## config.mk

```make
export PLATFORM = sky130hd
export DESIGN_NAME = gpmc_master
export DESIGN_NICKNAME = d
export VERILOG_FILES = /design/src/rtl/gpmc_master.sv
export SDC_FILE = /design/constraint.sdc
export NUM_CORES = 1
export LEC_CHECK = 0
export CORE_ASPECT_RATIO = 1.25
export CORE_MARGIN = 5
export CORE_UTILIZATION = 35
export CTS_CLUSTER_DIAMETER = 40
export CTS_CLUSTER_SIZE = 20
export DETAILED_ROUTE_END_ITERATION = 10
export MAX_ROUTING_LAYER = met4
export PLACE_DENSITY = 0.67
export REMOVE_ABC_BUFFERS = 1
export SLEW_MARGIN = 30
export SYNTH_ARGS = -nofsm -noshare
export SYNTH_HDL_FRONTEND = slang
export SYNTH_SLANG_ARGS = --single-unit
```

## constraint.sdc

```tcl
create_clock -name sys_clk -period 8 [get_ports sys_clk]
set_clock_uncertainty 0.15 [all_clocks]
set_input_delay 1.2 -clock sys_clk [delete_from_list [all_inputs] [get_ports sys_clk]]
set_output_delay 1.2 -clock sys_clk [all_outputs]
set_load 0.02 [all_outputs]
```

## src/rtl/gpmc_master.sv

```systemverilog
// GPMC bus initiator: turns single read/write commands into muxed address/data
// GPMC cycles on the CSR or DMA chip-select, with gpmc_clk = sys_clk/2.
module gpmc_master #(
  parameter int unsigned TIMEOUT  = 255,
  parameter int unsigned WAIT_MIN = 1
) (
  input  logic        sys_clk,
  input  logic        sys_rst,
  input  logic        cmd_stb,
  output logic        cmd_ack,
  input  logic        cmd_we,
  input  logic        cmd_sel,
  input  logic [25:0] cmd_adr,
  input  logic [15:0] cmd_dat_w,
  output logic        rsp_stb,
  output logic        rsp_timeout,
  output logic [15:0] rsp_dat_r,
  output logic        gpmc_clk,
  output logic [9:0]  gpmc_a,
  output logic [15:0] gpmc_d_o,
  output logic        gpmc_d_oe,
  input  logic [15:0] gpmc_d_i,
  output logic        gpmc_ale_n,
  output logic        gpmc_we_n,
  output logic        gpmc_oe_n,
  input  logic        gpmc_wait,
  output logic        gpmc_csr_cs_n,
  output logic        gpmc_dma_cs_n
);

  // Command handshake: cmd_stb is held by the requester until the one-cycle
  // cmd_ack; rsp_stb is a one-cycle pulse qualifying rsp_timeout/rsp_dat_r.

  typedef enum logic [1:0] {S_IDLE, S_ADDR, S_ACCESS, S_RECOVER} state_t;

  localparam logic [15:0] TIMEOUT_C  = 16'(TIMEOUT);
  localparam logic [15:0] WAIT_MIN_C = 16'(WAIT_MIN);

  state_t      state_q, state_d;
  logic        gclk_q, gclk_d;
  logic [15:0] cnt_q, cnt_d, cnt_inc;
  logic        we_q, we_d;
  logic [15:0] dat_w_q, dat_w_d;
  logic [9:0]  a_q, a_d;
  logic [15:0] d_o_q, d_o_d;
  logic        d_oe_q, d_oe_d;
  logic        ale_n_q, ale_n_d;
  logic        we_n_q, we_n_d;
  logic        oe_n_q, oe_n_d;
  logic        csr_cs_n_q, csr_cs_n_d;
  logic        dma_cs_n_q, dma_cs_n_d;
  logic        cmd_ack_q, cmd_ack_d;
  logic        rsp_stb_q, rsp_stb_d;
  logic        rsp_timeout_q, rsp_timeout_d;
  logic [15:0] rsp_dat_q, rsp_dat_d;
  logic        fall;

  // gpmc_clk high now means this edge drives it low: the only edge we act on.
  assign fall    = gclk_q;
  assign cnt_inc = (cnt_q == 16'hFFFF) ? cnt_q : cnt_q + 16'd1;

  always_comb begin
    state_d       = state_q;
    gclk_d        = ~gclk_q;
    cnt_d         = cnt_q;
    we_d          = we_q;
    dat_w_d       = dat_w_q;
    a_d           = a_q;
    d_o_d         = d_o_q;
    d_oe_d        = d_oe_q;
    ale_n_d       = ale_n_q;
    we_n_d        = we_n_q;
    oe_n_d        = oe_n_q;
    csr_cs_n_d    = csr_cs_n_q;
    dma_cs_n_d    = dma_cs_n_q;
    cmd_ack_d     = 1'b0;
    rsp_stb_d     = 1'b0;
    rsp_timeout_d = rsp_timeout_q;
    rsp_dat_d     = rsp_dat_q;

    if (fall) begin
      case (state_q)
        S_IDLE, S_RECOVER: begin
          state_d = S_IDLE;
          // RECOVER may hand straight over to a new address phase.
          if (cmd_stb) begin
            we_d       = cmd_we;
            dat_w_d    = cmd_dat_w;
            cmd_ack_d  = 1'b1;
            ale_n_d    = 1'b0;
            csr_cs_n_d = cmd_sel;
            dma_cs_n_d = ~cmd_sel;
            a_d        = cmd_adr[25:16];
            d_o_d      = cmd_adr[15:0];
            d_oe_d     = 1'b1;
            state_d    = S_ADDR;
          end
        end
        S_ADDR: begin
          ale_n_d = 1'b1;
          cnt_d   = 16'd0;
          if (we_q) begin
            we_n_d = 1'b0;
            d_o_d  = dat_w_q;
            d_oe_d = 1'b1;
          end else begin
            oe_n_d = 1'b0;
            d_oe_d = 1'b0;
          end
          state_d = S_ACCESS;
        end
        S_ACCESS: begin
          cnt_d = cnt_inc;
          if ((cnt_inc >= WAIT_MIN_C) && !gpmc_wait) begin
            if (!we_q) rsp_dat_d = gpmc_d_i;
            we_n_d        = 1'b1;
            oe_n_d        = 1'b1;
            csr_cs_n_d    = 1'b1;
            dma_cs_n_d    = 1'b1;
            d_oe_d        = 1'b0;
            rsp_stb_d     = 1'b1;
            rsp_timeout_d = 1'b0;
            state_d       = S_RECOVER;
          end else if (cnt_inc == TIMEOUT_C) begin
            we_n_d        = 1'b1;
            oe_n_d        = 1'b1;
            csr_cs_n_d    = 1'b1;
            dma_cs_n_d    = 1'b1;
            d_oe_d        = 1'b0;
            rsp_stb_d     = 1'b1;
            rsp_timeout_d = 1'b1;
            state_d       = S_RECOVER;
          end
        end
        default: state_d = S_IDLE;
      endcase
    end
  end

  always_ff @(posedge sys_clk) begin
    if (sys_rst) begin
      state_q       <= S_IDLE;
      gclk_q        <= 1'b0;
      cnt_q         <= 16'd0;
      we_q          <= 1'b0;
      dat_w_q       <= 16'd0;
      a_q           <= 10'd0;
      d_o_q         <= 16'd0;
      d_oe_q        <= 1'b0;
      ale_n_q       <= 1'b1;
      we_n_q        <= 1'b1;
      oe_n_q        <= 1'b1;
      csr_cs_n_q    <= 1'b1;
      dma_cs_n_q    <= 1'b1;
      cmd_ack_q     <= 1'b0;
      rsp_stb_q     <= 1'b0;
      rsp_timeout_q <= 1'b0;
      rsp_dat_q     <= 16'd0;
    end else begin
      state_q       <= state_d;
      gclk_q        <= gclk_d;
      cnt_q         <= cnt_d;
      we_q          <= we_d;
      dat_w_q       <= dat_w_d;
      a_q           <= a_d;
      d_o_q         <= d_o_d;
      d_oe_q        <= d_oe_d;
      ale_n_q       <= ale_n_d;
      we_n_q        <= we_n_d;
      oe_n_q        <= oe_n_d;
      csr_cs_n_q    <= csr_cs_n_d;
      dma_cs_n_q    <= dma_cs_n_d;
      cmd_ack_q     <= cmd_ack_d;
      rsp_stb_q     <= rsp_stb_d;
      rsp_timeout_q <= rsp_timeout_d;
      rsp_dat_q     <= rsp_dat_d;
    end
  end

  assign cmd_ack       = cmd_ack_q;
  assign rsp_stb       = rsp_stb_q;
  assign rsp_timeout   = rsp_timeout_q;
  assign rsp_dat_r     = rsp_dat_q;
  assign gpmc_clk      = gclk_q;
  assign gpmc_a        = a_q;
  assign gpmc_d_o      = d_o_q;
  assign gpmc_d_oe     = d_oe_q;
  assign gpmc_ale_n    = ale_n_q;
  assign gpmc_we_n     = we_n_q;
  assign gpmc_oe_n     = oe_n_q;
  assign gpmc_csr_cs_n = csr_cs_n_q;
  assign gpmc_dma_cs_n = dma_cs_n_q;

endmodule

```

==> run metrics <==
CTS root buf clkbuf_16; Nets 667; Sink Count 87; min Tclk post-route about 3.7 ns; CORE AREA between 10000 and 15000 µm²; post-route design area around 5600 µm²; RSZ-0062 raised after global routing false; Setup TNS 0 ns; Clock power frac 41.4%; Mapped Avg Cell Area 8.075 µm²; largest net degree at the start of global routing 73; via count about 4000; Mapped Cells a little over 500; crit path kind reg2reg; Ys Warns 0; PnR Total Power around 0.0011 W; register share of total power 43.7%; Yosys top cell area share about 43%; total grt overflow 0; Worst-Skew Late Latency between 0.3 and 0.4 ns; Crit. End Element flop; Boundary Pins 116; P&R area growth vs syn 37.32%; Hold Fails Final Rpt 0; Max FO, Critical Path 14; Initial DRC Count 187; Std-Cell Rows 44; P_int about 0.0008 W; DR WL/cell between 15 and 20 µm; status complete, no violations; Synth async-reset ratio 0%; r2r startpoint cnt_q[0]; Max H-tree Level 3; Pre-antenna DRT Iters 4; DRC viols 0; synth top area cells dfxtp_1 (43%), nand2_1 (10%), mux2i_1 (8.3%); Reg clk slew, reported paths 0.06 ns; Final Core Density 48.63%; vias in the first global route between 3000 and 4000; worst slew pin tran between 0.7 and 0.8 ns; Max Buffers Root-to-Sink 2; Initial Utilization a little over a third; sequential element share of the synthesized area 42.54%; # diodes 0; Detailed Route WL approximately 11000 µm; pwr/cell area between 150 and 200 nW/µm²; setup violators final 0; TritonCTS clock tree built; WHS Path Cells 2; global placer's final weighted congestion 0.8950; fraction of layout cells with a size suffix above 1 5.960%; Hold Path Origin dat_w_q[2]; synth unique cells 52; EDFF count, synth 0; MaxCap Viol Count 0; die width 106.7 µm; critical path launch point type flop; worst vdd ir 0.09675 mV; R2R Setup Slk roughly 4.3 ns; total setup buffers inserted after CTS 0; DP HPWL roughly 7900 µm; Num CTS Buffers 9; count leader, synth nand2_1; Hold EP dat_w_q[2]; switching pwr ~0.00026 W; Final ANT Viol Nets 0; die area 13970 µm²; number of synthesized register bits 87; arrival time worst endpoint roughly 3.8 ns; vias per cell between 5 and 6; Post-Syn Area about 4100 µm²; post-synth top area cell dfxtp_1; Static Leak ~1.9 nW; R2R depth 8; hold buffers post-CTS 0; post_cts resized 0; Data required, critical path between 8 and 9 ns; R2R Path End state_q[1]; die height between 100 and 150 µm; antenna violations before repair 0; Buffers on Ports around 120; first-pass GRT wire length 18690 µm; Fillers between 1000 and 1500; Final period util around 47%; Total Routing Usage GR between 15 and 20%; dpl cell area approximately 5300 µm²; logic gate share of total power 14.9%; Max Slew Vio Count 0; Sw Ratio 24.31%; headroom to the max-slew limit between 40% and 50%; fmax between 200 and 300 MHz; main flop type after synthesis dfxtp_1; min-delay worst type reg2reg; Post-synth top cells nand2_1 (112), dfxtp_1 (87), a21oi_1 (48)
## registers in the layout (all words and copies together) (netlist names), 2 cells and up
| name | count |
|---|---|
| cnt_q | 16 |
| rsp_dat_r | 16 |
| dat_w_q | 16 |
| gpmc_d_o | 16 |
| state_q | 2 |
| gpmc_a | 10 |
## worst max-delay path, stage by stage (launching register included)
cell and delay [ns]:
dfxtp_1 0.52, ha_1 0.34, nand3_1 0.28, nor4_4 0.67
o21ai_0 0.24, a211oi_1 0.58, o21ai_0 0.18, a211oi_1 0.28
mux2_2 0.37
## final cells by class
cell class | instances | area, µm² | area share (%)
multi-input cells | 370 | 2153 | 38.30
clock buffers | 13 | 280.3 | 4.986
repair buffers | 122 | 1199 | 21.32
inverters | 10 | 37.54 | 0.6677
well taps | 138 | 172.7 | 3.071
clock inverters | 2 | 37.54 | 0.6677
flip-flops and latches | 87 | 1742 | 30.98
## routing by layer
metal	vias to the layer above	wire length [µm]	global-route usage, %
met3	18	872	5.848
met4	0	172	6.245
met2	123	5730	28.39
met5	-	0	-
met1	1827	4490	19.03
li1	1966	-	-
## stage by stage
stage	setup WS [ns]	instances	hold slack, ns
CTS	4.031	742	0.3079
global placement	4.191	727	0.2918
finish	4.265	742	0.3056
detailed placement	4.010	727	0.2994
floorplan	4.393	467	0.2800
global route	3.947	742	0.3174
## placed cells by master, fill, tap and decap left out, drive strengths merged, types with 13 or more instances in the layout
master	n
a21oi	48
nand2	112
clkbuf	13
clkdlybuf4s50	114
nor3	15
nand3	13
a211oi	24
nor2	38
mux2i	34
dfxtp	87
o21ai	17
## power groups by stage
stage	registers (W)	logic [W]	clock network (W)
2_1_floorplan	0.000489	0.0000577	0
3_3_place_gp	0.000473	0.000158	0
3_5_place_dp	0.000474	0.000160	0
4_1_cts	0.000465	0.000161	0.000452
5_1_grt	0.000467	0.000173	0.000475
6_report	0.000465	0.000158	0.000439
## worst max-delay path by stage
stage,start,slack (ns),to,cells after the start
finish,cnt_q[0],4.27,state_q[1],8
global route,cnt_q[0],3.95,state_q[1],8
CTS,cnt_q[0],4.03,state_q[1],8
detailed placement,cnt_q[0],4.01,state_q[1],8
global placement,cnt_q[0],4.19,state_q[1],8
floorplan,cnt_q[0],4.39,rsp_dat_r[0],8
## cells by family (layout without fill, tap and decap cells)
group	count (synthesis)	count (layout)	share of synthesized area, %
and+or+nand+nor	215	215	24.24
adders and majority gates	3	3	0.9170
xor gates and xnor gates	2	2	0.4280
muxes	35	35	8.588
DFF	87	87	42.54
AOI/OAI and AO/OA	115	115	18.12
buffers and inverters	50	147	5.165
No activity file was read; power rests on OpenSTA's default activity.
==> patch 1, RTL diff (config.mk and constraints unchanged) <==
`dat_w_q`, `a_q` and `rsp_dat_q` no longer have a reset.
--- a/src/rtl/gpmc_master.sv
+++ b/src/rtl/gpmc_master.sv
@@ -145,4 +145,2 @@
       we_q          <= 1'b0;
-      dat_w_q       <= 16'd0;
-      a_q           <= 10'd0;
       d_o_q         <= 16'd0;
@@ -157,3 +155,2 @@
       rsp_timeout_q <= 1'b0;
-      rsp_dat_q     <= 16'd0;
     end else begin
@@ -163,4 +160,2 @@
       we_q          <= we_d;
-      dat_w_q       <= dat_w_d;
-      a_q           <= a_d;
       d_o_q         <= d_o_d;
@@ -175,4 +170,9 @@
       rsp_timeout_q <= rsp_timeout_d;
-      rsp_dat_q     <= rsp_dat_d;
     end
+  end
+
+  always_ff @(posedge sys_clk) begin
+    dat_w_q   <= dat_w_d;
+    a_q       <= a_d;
+    rsp_dat_q <= rsp_dat_d;
   end
Behaviour: differs if sys_rst is asserted again (counterexample within 4 cycles, from zero or initial values and one cycle with sys_rst high); with sys_rst held inactive, the same outputs for 10 cycles.
==> patch 1 against the original RTL <==
Setup slack better by 0.22 ns; power shrank 1.6%; area after synthesis shrank 5.9%; critical path type unchanged; combinational power down 15%; non-clock buffer count down 5; cell area is 4.5% lower; count of clock-buffer cells in the layout is 4 lower; sequential cell count unchanged; routed wire length decreased by 15%.
==> patch 1: results (changes against the original RTL) <==
nets@finish=523 (was 667); share of the yosys chip area belonging to registers=56.1% (was 42.5%); Buffers excl. clock=117 (was 122); count of multi-input gates=232 (was 370); final HPWL from detailed placement=7.04 mm (was 7.93 mm); initial antenna violation count=0 (unchanged); slowest cell delay on critical path=0.75 ns (was 0.67 ns); cell leakage power=0.00177 µW (was 0.00192 µW); DR vias=3163 (was 3934); Synth Area in Compound Gates=16.2% (was 18.1%); Max Fanout on Critical Path=16 (was 14); area taken by flip-flops and latches=2160 µm² (was 1740 µm²); Longest Clk Path Bufs=2 (unchanged); post-placement setup slack=4.56 ns (was 4.01 ns); count of buffers from port buffering=115 (unchanged); synthesized-area fraction occupied by xor and xnor cells=1.14% (was 0.428%); share of final-layout standard cells stronger than drive strength 1=7.38% (was 5.96%); wire length of the first global-routing pass=16.0 mm (was 18.7 mm); routability cong.=0.878 (was 0.895); status=complete, no violations (unchanged); number of synthesized flops with an enable pin=42 (was 0); non-clock inverter instance count of the final layout=9 (was 10); filler instances=973 (was 1124); portion of netlist area occupied by mux cells=5.26% (was 8.59%); Data arrival, critical path=3.59 ns (was 3.81 ns); Clk Latency, worst-skew pair=0.33 ns (about the same); number of flip-flops and latches in the synthesized netlist=87 (unchanged); pin count of the biggest net entering global routing=44 (was 73); non-clk buf share=21.7% (was 21.3%); total iterations of the first detailed-routing run=4 (unchanged); number of global-route vias before repair=3266 (was 3905); Multi-input gate area=1550 µm² (was 2150 µm²); Iter 0 DRT Violations=179 (was 187); Worst Tran Pin Value=0.923 ns (was 0.767 ns); adder and majority gate portion of the synthesized area=0.974% (was 0.917%); Layout clock area frac=5.52% (was 5.65%); Unique masters post-synth=59 (was 52); Tot GR Track Use=15.2% (was 17.0%); synth top area cells=edfxtp_1 (33%), dfxtp_1 (23%), mux2i_1 (4.7%) (was dfxtp_1 (43%), nand2_1 (10%), mux2i_1 (8.3%)); mean routed wirelength per cell=16.2 µm (was 15.2 µm); top cells by instance count after synthesis=dfxtp_1 (45), edfxtp_1 (42), nor2_1 (39), nand2_1 (23), mux2i_1 (18) (was nand2_1 (112), dfxtp_1 (87), a21oi_1 (48), nor2_1 (38), mux2i_1 (34)); worst supply voltage drop on vdd=108 µV (was 96.7 µV)
patch 1: final timing paths:
path                        endpoint  slack (ns)                    from
max          state_q[1]$_SDFFE_PP0P_        4.48   cnt_q[0]$_SDFFE_PP0P_
min           gpmc_d_oe$_SDFFE_PP0P_        0.33  gpmc_d_oe$_SDFFE_PP0P_
max reg2reg  state_q[1]$_SDFFE_PP0P_        4.48   cnt_q[0]$_SDFFE_PP0P_
min reg2reg   gpmc_d_oe$_SDFFE_PP0P_        0.33  gpmc_d_oe$_SDFFE_PP0P_
patch 1: where the power goes:
part	total (µW)	switching [µW]	internal, µW	leakage, µW
combinational	135	65.6	69.6	0.000870
clock	413	170	243	0.000150
sequential	497	10.2	487	0.000749
patch 1: metal layers:
layer | up-vias | GRT usage [%] | part of all wire [%]
met2 | 127 | 24.8 | 47
met5 | - | - | 0
li1 | 1533 | - | -
met4 | 0 | 6.40 | 1.7
met1 | 1491 | 17.0 | 43
met3 | 12 | 5.35 | 8.3
patch 1: cell families (layout without fill, tap and decap cells):
kind of cell	Yosys count	after routing
AO/OA/AOI/OAI	90	90
adder cells (fa/ha/maj)	3	3
multiplexers	20	20
XOR/XNOR	5	5
AND/OR/NAND/NOR	114	114
buffers and inverters	35	142
flip-flops	87	87
patch 1: worst register-to-register path, delay by kind of cell, from the launching register on:
family / cells / cell delay [ns]
AO/OA/AOI/OAI: 4 / 1.10
AND/OR/NAND/NOR: 2 / 0.92
flip-flops: 1 / 0.49
adder cells (fa/ha/maj): 1 / 0.40
multiplexers: 1 / 0.35
patch 1: stage by stage:
stage	area [µm²]	hold WS (ns)	instances	total power, µW
floorplan	3720	0.336	328	566
global placement	5060	0.315	577	640
detailed placement	5070	0.323	577	644
CTS	5370	0.337	593	1060
global route	5370	0.353	593	1090
finish	5370	0.333	593	1050
==> patch 2, RTL diff (config.mk and constraints unchanged) <==
Without the edit above. Set the parameter `TIMEOUT` to 191 (it was 255).
--- a/src/rtl/gpmc_master.sv
+++ b/src/rtl/gpmc_master.sv
@@ -3,3 +3,3 @@
 module gpmc_master #(
-  parameter int unsigned TIMEOUT  = 255,
+  parameter int unsigned TIMEOUT  = 191,
   parameter int unsigned WAIT_MIN = 1
Function: no difference found for any inputs over 10 cycles, from zero or initial values and one cycle with sys_rst high; that may be too few to reach the edited logic, so the function may still have changed.
==> patch 2 against the original RTL <==
Routed wire length up 0.91%; area after synthesis up 3.3%; power up 1.1%; sequential cell count unchanged; maximum frequency up 7.1%; cell area up 2.3%; setup slack better by 0.25 ns; sequential power about the same; critical endpoint is now gpmc_we_n$_SDFFE_PP1P_; largest cell class unchanged; largest power group unchanged; highest routed layer unchanged.
==> patch 2: results (changes against the original RTL) <==
setup slack on the worst flop-to-flop path=4.51 ns (was 4.27 ns); cell count after synthesis=522 (was 507); routability cong.=0.844 (was 0.895); combinational fraction of design power=16.5% (was 14.9%); Max Fanout on Critical Path=9 (was 14); Min-Delay Startpoint=dat_w_q[0]$_SDFFE_PP0P_ (was dat_w_q[2]$_SDFFE_PP0P_); cell area after placement=5450 µm² (was 5300 µm²); status=complete, no violations (unchanged); total instance count after detailed placement=765 (was 727); FFs w/ async S/R, synth=0% (unchanged); final cell count without fillers=781 (was 742); Resized Gates After CTS=0 (unchanged); share of the yosys chip area belonging to registers=41.2% (was 42.5%); RR Endpoint=gpmc_we_n$_SDFFE_PP1P_ (was state_q[1]$_SDFFE_PP0P_); Unique masters post-synth=55 (was 52); Worst Tran Pin Value=0.793 ns (was 0.767 ns); nets@finish=679 (was 667); top cells by instance count after synthesis=nand2_1 (117), dfxtp_1 (87), a21oi_1 (47), nor2_1 (38), mux2i_1 (32) (was nand2_1 (112), dfxtp_1 (87), a21oi_1 (48), nor2_1 (38), mux2i_1 (34)); wire length of the first global-routing pass=18.8 mm (was 18.7 mm); filler instances=1165 (was 1124); initial antenna violation count=0 (unchanged); net switching power figure=276 µW (was 258 µW); WHS Endpoint=dat_w_q[0]$_SDFFE_PP0P_ (was dat_w_q[2]$_SDFFE_PP0P_); DR vias=4013 (was 3934); worst supply voltage drop on vdd=132 µV (was 96.7 µV); final HPWL from detailed placement=8.11 mm (was 7.93 mm); pin count of the biggest net entering global routing=74 (was 73); Tot GR Track Use=16.6% (was 17.0%); share of final-layout standard cells stronger than drive strength 1=6.97% (was 5.96%); cell leakage power=0.00196 µW (was 0.00192 µW)
[patch 2: changes by cell type after synthesis, moves of 3 or more]
cell,change
nor2b_1,+3
clkbuf_1,-3
o21ai_0,-4
or4_1,+3
buf_4,+6
nand2_1,+5
o31ai_1,+6
a2111oi_0,+3
xnor2_1,+3
o221ai_1,-3
nand4_2,+3
[patch 2: layout make-up]
cell class / instances / area share [%]
tap: 164 / 3.57
clock buffer: 11 / 4.39
clock inverter: 5 / 0.935
sequential: 87 / 30.3
multi-input combinational: 383 / 39.4
inverter: 9 / 0.587
timing repair buffer: 122 / 20.8
[patch 2: worst max-delay path by stage]
stage | start | to | slack [ns] | depth (start not counted)
after CTS | cnt_q[0]$_SDFFE_PP0P_ | gpmc_we_n$_SDFFE_PP1P_ | 4.56 | 8
after floorplan | cnt_q[0]$_SDFFE_PP0P_ | rsp_dat_r[0]$_SDFFE_PP0P_ | 4.46 | 8
final | cnt_q[0]$_SDFFE_PP0P_ | gpmc_we_n$_SDFFE_PP1P_ | 4.51 | 8
after detailed placement | sys_rst | rsp_dat_r[3]$_SDFFE_PP0P_ | 4.42 | 5
after global placement | sys_rst | rsp_dat_r[8]$_SDFFE_PP0P_ | 4.55 | 5
after global routing | cnt_q[0]$_SDFFE_PP0P_ | gpmc_d_oe$_SDFFE_PP0P_ | 4.36 | 8
[patch 2: cells by family after synthesis]
logic type	synth area share, %
AO/OA/AOI/OAI	17.6
XOR/XNOR	0.829
adder cells (fa/ha/maj)	0.888
buffers and inverters	5.39
flip-flops	41.2
multiplexers	8.38
AND/OR/NAND/NOR	25.7
[patch 2: power groups by stage]
stage / clock, µW / combinational [µW] / sequential [µW]
after floorplan: 0 / 68.6 / 493
after global placement: 0 / 175 / 475
after detailed placement: 0 / 178 / 476
after CTS: 442 / 179 / 467
after global routing: 460 / 193 / 469
final: 431 / 177 / 466
[patch 2: metrics by stage]
| stage | setup slack, ns | hold WS (ns) | total power [µW] |
|---|---|---|---|
| after floorplan | 4.46 | 0.280 | 562 |
| after global placement | 4.55 | 0.292 | 650 |
| after detailed placement | 4.42 | 0.299 | 654 |
| after CTS | 4.56 | 0.308 | 1090 |
| after global routing | 4.36 | 0.323 | 1120 |
| final | 4.51 | 0.308 | 1070 |
[patch 2: routing by layer]
metal	global-route usage [%]	up-vias	part of all wire [%]
li1	-	2023	-
met1	18.5	1849	43
met2	27.1	123	47
met3	5.66	18	7.9
met4	6.25	0	1.8
met5	-	-	0
[patch 2: critical path, stage by stage (launching register included)]
cell and delay (ns):
dfxtp_1 0.47, ha_1 0.34, and3_1 0.39, nand4_1 0.15
mux2_2 0.34, nor4_4 0.41, a31oi_2 0.21, or4b_1 0.55
a221o_1 0.35
